==> src/rtl/instr_fetch_pkg.sv <==
// Shared widths, default halt word and fetch state encoding for the instruction fetch unit.
package instr_fetch_pkg;
   localparam int ADDR_W = 16;
   localparam int DATA_W = 16;
   localparam logic [DATA_W-1:0] HALT_WORD_DEF = 16'hFFFF;

   typedef enum logic [1:0] {
      FS_IDLE    = 2'd0,
      FS_FETCH   = 2'd1,
      FS_HALTED  = 2'd2
   } fetch_state_t;
endpackage

==> src/rtl/instr_fetch_fifo.sv <==
// Prefetch buffer: DEPTH-entry FIFO of {word, fetch address}; flush beats push and pop.
module instr_fetch_fifo
   import instr_fetch_pkg::*;
#(
   parameter int DEPTH = 2
) (
   input  logic                  clk,
   input  logic                  rst_n,
   input  logic                  push,
   input  logic                  pop,
   input  logic                  flush,
   input  logic [DATA_W-1:0]     wr_data,
   input  logic [ADDR_W-1:0]     wr_pc,
   output logic [DATA_W-1:0]     rd_data,
   output logic [ADDR_W-1:0]     rd_pc,
   output logic [$clog2(DEPTH):0] count,
   output logic                  empty
);
   localparam int PW = $clog2(DEPTH);
   localparam int CW = PW + 1;

   logic [DATA_W-1:0] data_r [DEPTH];
   logic [ADDR_W-1:0] pc_r   [DEPTH];
   logic [PW-1:0]     rd_ptr_r;
   logic [PW-1:0]     wr_ptr_r;
   logic [CW-1:0]     count_r;
   logic              full_s;
   logic              push_ok_s;
   logic              pop_ok_s;

   assign full_s    = (count_r == CW'(DEPTH));
   assign empty     = (count_r == {CW{1'b0}});
   assign count     = count_r;
   assign rd_data   = data_r[rd_ptr_r];
   assign rd_pc     = pc_r[rd_ptr_r];
   // a push into a full buffer is only legal when the head leaves in the same cycle
   assign push_ok_s = push & (~full_s | pop_ok_s);
   assign pop_ok_s  = pop & ~empty;

   // Storage, pointers and occupancy.
   always_ff @(posedge clk or negedge rst_n) begin
      if (!rst_n) begin
         for (int i = 0; i < DEPTH; i++) begin
            data_r[i] <= {DATA_W{1'b0}};
            pc_r[i]   <= {ADDR_W{1'b0}};
         end
         rd_ptr_r <= {PW{1'b0}};
         wr_ptr_r <= {PW{1'b0}};
         count_r  <= {CW{1'b0}};
      end else if (flush) begin
         rd_ptr_r <= {PW{1'b0}};
         wr_ptr_r <= {PW{1'b0}};
         count_r  <= {CW{1'b0}};
      end else begin
         if (push_ok_s) begin
            data_r[wr_ptr_r] <= wr_data;
            pc_r[wr_ptr_r]   <= wr_pc;
            wr_ptr_r         <= wr_ptr_r + 1'b1;
         end
         if (pop_ok_s) begin
            rd_ptr_r <= rd_ptr_r + 1'b1;
         end
         case ({push_ok_s, pop_ok_s})
            2'b10:   count_r <= count_r + 1'b1;
            2'b01:   count_r <= count_r - 1'b1;
            default: count_r <= count_r;
         endcase
      end
   end
endmodule

==> src/rtl/instr_fetch.sv <==
// Instruction fetch: PC, fetch state machine, prefetch buffer feeding decode, redirect and halt.
module instr_fetch
   import instr_fetch_pkg::*;
#(
   parameter logic [ADDR_W-1:0] RESET_PC  = 16'h0000,
   parameter int                DEPTH     = 2,
   parameter logic [DATA_W-1:0] HALT_WORD = HALT_WORD_DEF
) (
   input  logic        clk,
   input  logic        rst_n,
   input  logic        start,
   output logic [15:0] mem_addr,
   input  logic [15:0] mem_data,
   input  logic        redirect,
   input  logic [15:0] redirect_pc,
   output logic [15:0] instr,
   output logic [15:0] instr_pc,
   output logic        instr_valid,
   input  logic        instr_ready,
   output logic        halted
);
   localparam int CW = $clog2(DEPTH) + 1;

   fetch_state_t      state_r;
   fetch_state_t      state_s;
   logic [ADDR_W-1:0] pc_r;
   logic [ADDR_W-1:0] pc_s;
   logic              halted_r;
   logic              pop_s;
   logic              capture_s;
   logic [CW-1:0]     fifo_count_s;
   logic              fifo_empty_s;

   assign mem_addr    = pc_r;
   assign instr_valid = ~fifo_empty_s;
   assign halted      = halted_r;

   instr_fetch_fifo #(
      .DEPTH (DEPTH)
   ) u_fifo (
      .clk     (clk),
      .rst_n   (rst_n),
      .push    (capture_s),
      .pop     (pop_s),
      .flush   (redirect),
      .wr_data (mem_data),
      .wr_pc   (pc_r),
      .rd_data (instr),
      .rd_pc   (instr_pc),
      .count   (fifo_count_s),
      .empty   (fifo_empty_s)
   );

   // Capture and pop qualification; a full buffer still accepts a word when the head leaves.
   always_comb begin
      pop_s     = instr_valid & instr_ready;
      capture_s = 1'b0;
      if ((state_r == FS_FETCH) && !redirect && ((fifo_count_s < CW'(DEPTH)) || pop_s)) begin
         capture_s = 1'b1;
      end else begin
         capture_s = 1'b0;
      end
   end

   // Next state and next PC; redirect overrides start and halt.
   always_comb begin
      state_s = state_r;
      pc_s    = pc_r;
      if (redirect) begin
         state_s = FS_FETCH;
         pc_s    = redirect_pc;
      end else begin
         if (capture_s) begin
            pc_s = pc_r + 16'd1;
         end else begin
            pc_s = pc_r;
         end
         case (state_r)
            FS_IDLE: begin
               if (start) begin
                  state_s = FS_FETCH;
               end else begin
                  state_s = FS_IDLE;
               end
            end
            FS_FETCH: begin
               if (capture_s && (mem_data == HALT_WORD)) begin
                  state_s = FS_HALTED;
               end else begin
                  state_s = FS_FETCH;
               end
            end
            FS_HALTED: state_s = FS_HALTED;
            default:   state_s = FS_IDLE;
         endcase
      end
   end

   // State, PC and halted flag registers.
   always_ff @(posedge clk or negedge rst_n) begin
      if (!rst_n) begin
         state_r  <= FS_IDLE;
         pc_r     <= RESET_PC;
         halted_r <= 1'b0;
      end else begin
         state_r  <= state_s;
         pc_r     <= pc_s;
         halted_r <= (state_s == FS_HALTED);
      end
   end
endmodule

==> config.mk <==
export PLATFORM = sky130hd
export DESIGN_NAME = instr_fetch
export DESIGN_NICKNAME = d
export VERILOG_FILES = /design/src/rtl/instr_fetch_pkg.sv /design/src/rtl/instr_fetch_fifo.sv /design/src/rtl/instr_fetch.sv
export SDC_FILE = /design/constraint.sdc
export NUM_CORES = 1
export LEC_CHECK = 0
export CAP_MARGIN = 20
export CORE_UTILIZATION = 56
export CTS_CLUSTER_SIZE = 8
export DETAILED_ROUTE_END_ITERATION = 16
export GPL_TIMING_DRIVEN = 0
export PLACE_DENSITY = 0.92
export SLEW_MARGIN = 20
export SYNTH_ARGS = -nofsm -noshare
export SYNTH_HDL_FRONTEND = slang
export SYNTH_HIERARCHICAL = 1
export SYNTH_SLANG_ARGS = --single-unit
==> constraint.sdc <==
create_clock -name clk -period 5 [get_ports clk]
set_clock_uncertainty 0.15 [all_clocks]
set_input_delay 1 -clock clk [delete_from_list [all_inputs] [get_ports clk]]
set_output_delay 1 -clock clk [all_outputs]
set_load 0.03 [all_outputs]
=== After elaboration in Yosys (flattened, before gate mapping) ===
Cells that the tools add are included.

* Word-level logic and storage cells: 71
* Register bits after elaboration: 87
* Output and inout port bits: 50
* Bits of input ports: 37

* Muxes and demuxes: 23
* Reductions and logical operators: 13
* Add/sub/neg operators: 5
* Bitwise logic cells: 9
* Equality and inequality tests: 7
* $lt $le $gt $ge: 4

{| class="wikitable"
|+ Operators by type and width
! cell !! count
|-
| $mux W16 || 9
|-
| $bwmux W32 || 2
|-
| $add A16 B1 Y16 const B || 1
|-
| $demux W16 S1 || 1
|-
| $eq A16 B16 Y1 const B || 1
|-
| $eq A2 B2 Y1 const B || 4
|-
| $mux W1 || 6
|-
| $mux W2 || 3
|-
| $pmux W2 S3 || 1
|-
| $reduce_bool A2 Y1 || 3
|-
| $eq A2 B1 Y1 const B || 2
|-
| $ge A2 B2 Y1 const B || 2
|-
| $logic_and A1 B1 Y1 || 4
|-
| $logic_not A2 Y1 || 2
|-
| $not A1 Y2 || 2
|-
| $pmux W2 S2 || 1
|-
| $and A1 B1 Y1 || 3
|-
| $not A1 Y1 || 3
|-
| $reduce_bool A3 Y1 || 1
|-
| $add A1 B1 Y1 const B || 2
|-
| $add A2 B1 Y2 const B || 1
|-
| $lt A2 B1 Y1 const B || 1
|-
| $lt A2 B2 Y1 const B || 1
|-
| $reduce_and A2 Y1 || 1
|-
| 4 further kinds || 4
|}

=== Logic depth before layout (Yosys ltp) ===
* Depth after elaboration: 11
* Depth in mapped cells: 9
* Gate-level depth less buffers: 7

=== Cells and area by module ===
Netlist, hierarchy kept.

{| class="wikitable"
|+ By module, submodules not included
! module !! sequential area each (µm²) !! times used !! cells an instance !! area each (µm²)
|-
| instr_fetch_fifo || 1701.6 || 1 || 196 || 3089.2
|-
| instr_fetch || 475.5 || 1 || 126 || 1209.9
|}

=== Worst setup path after synthesis ===
Ideal clock, no wire load.

* Path kind: input to register
* Start: input redirect
* End: register u_fifo/data_r[16] in the netlist's numbering
* Data required time: 4.725 ns
* Arrival: 2.753 ns
* Cell stages on the path: 9
* Buffers on the path: 4
* Library setup time: 0.125 ns
* Setup slack: 1.972 ns
* Path through: buf_6 > nor3b_4 > o21ai_4 > inv_4 > buf_8 > or4b_1 > buf_4 > buf_6 > mux2_4

* Word-level cells in the longest chain between the ends: 6
* Elaborated cells between the ends (all ways): 7
* Those cells by class: mux (1); bitwise (2); reduce/logical (4)

{| class="wikitable"
|+ Ends and longest elaborated chain
! item !! RTL line !! source
|-
| start, declared || instr_fetch.sv:14 || <nowiki>input logic redirect,</nowiki>
|-
| $logic_not A1 Y1 || instr_fetch.sv:58 || <nowiki>if ((state_r == FS_FETCH) && !redirect && ((fifo_count_s < CW'(DEPTH)) || pop_s)) begin</nowiki>
|-
| $logic_and A1 B1 Y1 (2 in series) || instr_fetch.sv:58 ||
|-
| $mux W1 || instr_fetch.sv:58 ||
|-
| named net capture_s || instr_fetch.sv:30 || <nowiki>logic capture_s;</nowiki>
|-
| $and A1 B1 Y1 || instr_fetch_fifo.sv:37 || <nowiki>assign push_ok_s = push & (~full_s | pop_ok_s);</nowiki>
|-
| $reduce_and A2 Y1 (no line) || -- ||
|-
| end signal, assigned by index || instr_fetch_fifo.sv:44 || <nowiki>data_r[i] <= {DATA_W{1'b0}};</nowiki>
|-
| end signal, assigned by index || instr_fetch_fifo.sv:56 || <nowiki>data_r[wr_ptr_r] <= wr_data;</nowiki>
|-
| end, declared || instr_fetch_fifo.sv:22 || <nowiki>logic [DATA_W-1:0] data_r [DEPTH];</nowiki>
|}

The timed path passes the listed nets, and every way through them passes these cells.
A chain may end at the register's enable or synchronous reset.

=== Worst setup path after layout ===
* Start: input redirect
* End: register u_fifo/pc_r[6] in the netlist's numbering

* Word-level cells in the longest chain between the ends: 6
* Elaborated cells between the ends (all ways): 7
* Those cells by class: mux (1); bitwise (2); reduce/logical (4)

{| class="wikitable"
|+ Ends and longest elaborated chain
! item !! RTL line !! source
|-
| $logic_not A1 Y1 || instr_fetch.sv:58 ||
|-
| $logic_and A1 B1 Y1 (2 in series) || instr_fetch.sv:58 ||
|-
| $mux W1 || instr_fetch.sv:58 ||
|-
| named net capture_s || instr_fetch.sv:30 ||
|-
| $and A1 B1 Y1 || instr_fetch_fifo.sv:37 ||
|-
| $reduce_and A2 Y1 (no line) || -- ||
|-
| end signal, assigned by index || instr_fetch_fifo.sv:45 || <nowiki>pc_r[i] <= {ADDR_W{1'b0}};</nowiki>
|-
| end signal, assigned by index || instr_fetch_fifo.sv:57 || <nowiki>pc_r[wr_ptr_r] <= wr_pc;</nowiki>
|-
| end, declared || instr_fetch_fifo.sv:23 || <nowiki>logic [ADDR_W-1:0] pc_r [DEPTH];</nowiki>
|}

The timed path passes the listed nets, and every way through them passes these cells.

==> flow_summary.yaml <==
placed_design:
  gp_congestion: 0.916
  place_ws_ns: 1.01
  hpwlAfterDp_um: 6940
  portBuffers: 86
routing:
  dr.first_iter.drc_count: 303
  first_pass_iters: 4
  drc: 0
  ant_nets: 0
  avgRoutedWirePerCell_um: 19.2
  via_per_inst: 5.90
  wirelength_um: 10000
  vias: 3085
final_layout:
  final.fill_count: 452
  diodes: 0
  post-route-util: 0.752
  final_nets: 458
  drive_gt1_frac: 0.309
  synthToLayoutAreaGrowth_pct: 28.3
logic_synthesis:
  yosysSeqAreaShare: 0.506
  avgSynthCellArea_um2: 13.4
  yosysWarnings: 6
  synth.net_count: 360
  synth_cell_type_count: 49
  syn_area_mm2: 0.00430
  synth_seq_cells: 87
  syn-instance-count: 322
  synth-edff-count: 0
  synthFlopType: "dfrtp_1"
  async_reset_ff_frac: 1.00
job:
  cap_violations: 0
grt:
  grt.total_usage: 0.274
  grtUsageMet2: 0.442
  grt_pass1_vias: 3189
  grt_max_degree: 46
  antenna_found_initial: 0
  busiest_layer: "met2"
  grt_overflow: 0
  grt_pass1_wl_um: 16200
  grt_use_met1: 0.365
  use_met3: 0.0521
power:
  powerDensity_mw_per_mm2: 452
  ir_worst_vdd_mv: 0.266
  p_leak_nw: 2.34
floorplanning:
  start_util: 0.586
  num_io_pins: 87
  num_rows: 31
  die_height_um: 89.6
  dieArea_mm2: 0.00803
  coreArea_mm2: 0.00733
  dieWidth_um: 89.6
critical_path:
  worst-path-max-fanout: 16
  cp.arrival_ns: 3.82
  crit_chain: "clkdlybuf4s50_1, buf_6, nor3b_4, o21ai_4, inv_4, buf_8, nand2_1, nor3_1, buf_2, mux2_2"
  worstPathRequired_ns: 5.09
  regToRegSetupSlack_ns: 1.97
  max_stage_delay_ns: 0.54
  path_class: "input port to register"
  cpMaxStageDelayCell: "clkdlybuf4s50_1"
  crit_path_end_kind: "register"
  cp-start-kind: "input port"
sta:
  drv_slew: 0
  rsz0062_at_grt: "false"
  period_share: 0.746
  timing.slew.headroom: 0.558
  setup_tns_ns: 0
  hold_viol: 0
  setup_viol: 0
  fmax_ghz: 0.268
  worst_slew_pin_slew_ns: 0.663
  fin_ws_ns: 1.27
  min_period_ns: 3.73
status:
  status: "completed"
cts:
  postCtsSetupBuffers: 0
  cts_tree: "yes"
  holdBufCountCts: 0
  insertion_delay_ns: 0.36
  cts-root-buf: "clkbuf_8"
  clockBufferDepth: 2
  path_clk_slew_ns: 0.08
  cts-htree-levels: 3
  cts_buffers: 9
  cts_resized: 0
  clock_sinks: 87
min_path:
  hp-class: "register to register"
-- cells in the mapped netlist, drive strengths merged, types with 6 or more instances --
cell    instances  share of area
clkbuf          7         0.0061
nand2          15          0.014
nor2            6         0.0052
mux2          100           0.29
o21ai           7          0.011
nor3            6         0.0070
nor4            7          0.010
a221o           7          0.016
inv             9         0.0084
dfrtp          87           0.51
buf            10          0.020
nand4           9          0.013
-- placed cells by master (no fill, tap or decap), drive strengths merged, types with 3 or more instances in the layout --
master         instances
dfrtp                 87
clkbuf                19
nor4                   7
a21oi                  3
clkdlybuf4s50         85
mux2                 100
buf                   12
o21ai                  7
nor3                   6
nor3b                  3
nor2                   6
mux2i                  5
nand3                  5
nand4                  9
o211ai                 4
nand2                 15
a221o                  7
a211oi                 3
nor2b                  3
inv                    9
-- layout make-up --
type	count	area [um^2]	area share
Clock inverter	3	67.6	0.0123
Clock buffer	12	145	0.0263
Timing Repair Buffer	87	878	0.159
Buffer	17	114	0.0206
Tap cell	99	124	0.0225
Multi-Input combinational cell	209	1970	0.358
Sequential cell	87	2180	0.395
Inverter	9	36.3	0.00658
-- power breakdown --
group | internal (W) | switching (W)
Combinational | 0.000487 | 0.000428
Clock | 0.000293 | 0.000233
Sequential | 0.000908 | 0.000145
-- per-stage QoR --
step | hold slack (ns) | instances | power [W] | instance area, um^2
detailed placement | 0.341 | 508 | 0.00197 | 5300
global placement | 0.333 | 507 | 0.00193 | 5280
floorplan | 0.321 | 322 | 0.00162 | 4300
finish | 0.357 | 523 | 0.00249 | 5510
CTS | 0.358 | 523 | 0.00251 | 5510
global route | 0.373 | 523 | 0.00261 | 5510
-- sequential cells by signal, summed over array words and instances, names as in the netlist --
signal and cells:
u_fifo/data_r 32, u_fifo/pc_r 32, mem_addr 16, state_r 2, u_fifo/count 2, halted 1
u_fifo/rd_ptr_r 1, u_fifo/wr_ptr_r 1
-- cells by family (layout without fill, tap and decap cells) --
kind of cell | count (synthesis) | count (layout) | synth area share
AND/OR/NAND/NOR | 66 | 66 | 0.0885
XOR/XNOR | 1 | 1 | 0.00204
adder cells (fa/ha/maj) | 1 | 1 | 0.00291
buffers and inverters | 26 | 128 | 0.0349
multiplexers | 105 | 105 | 0.299
AO/OA/AOI/OAI | 36 | 36 | 0.0664
flip-flops | 87 | 87 | 0.506
-- worst paths after layout --
path	startpoint	to	cells past startpoint
max	redirect	u_fifo/pc_r[6]$_DFFE_PN0P_	10
min	u_fifo/pc_r[9]$_DFFE_PN0P_	u_fifo/pc_r[9]$_DFFE_PN0P_	1
max reg2reg	u_fifo/count[1]$_DFFE_PN0P_	u_fifo/pc_r[6]$_DFFE_PN0P_	9
min reg2reg	u_fifo/pc_r[9]$_DFFE_PN0P_	u_fifo/pc_r[9]$_DFFE_PN0P_	1
max in group asynchronous	rst_n	mem_addr[8]$_DFFE_PN0P_	2
min in group asynchronous	rst_n	u_fifo/data_r[12]$_DFFE_PN0P_	1
-- worst max-delay path: cells and delay by family --
kind            cells  cell delay, ns
buf+inv             5            1.44
simple gates        3            0.80
mux                 1            0.38
compound gates      1            0.17
-- routing by layer --
layer  share of wire  wire length (um)
met1            0.43              4300
met2            0.50              5010
met3           0.047               469
met4           0.025               249
met5               0                 0
Note: power is estimated with default switching activity, not from simulation.
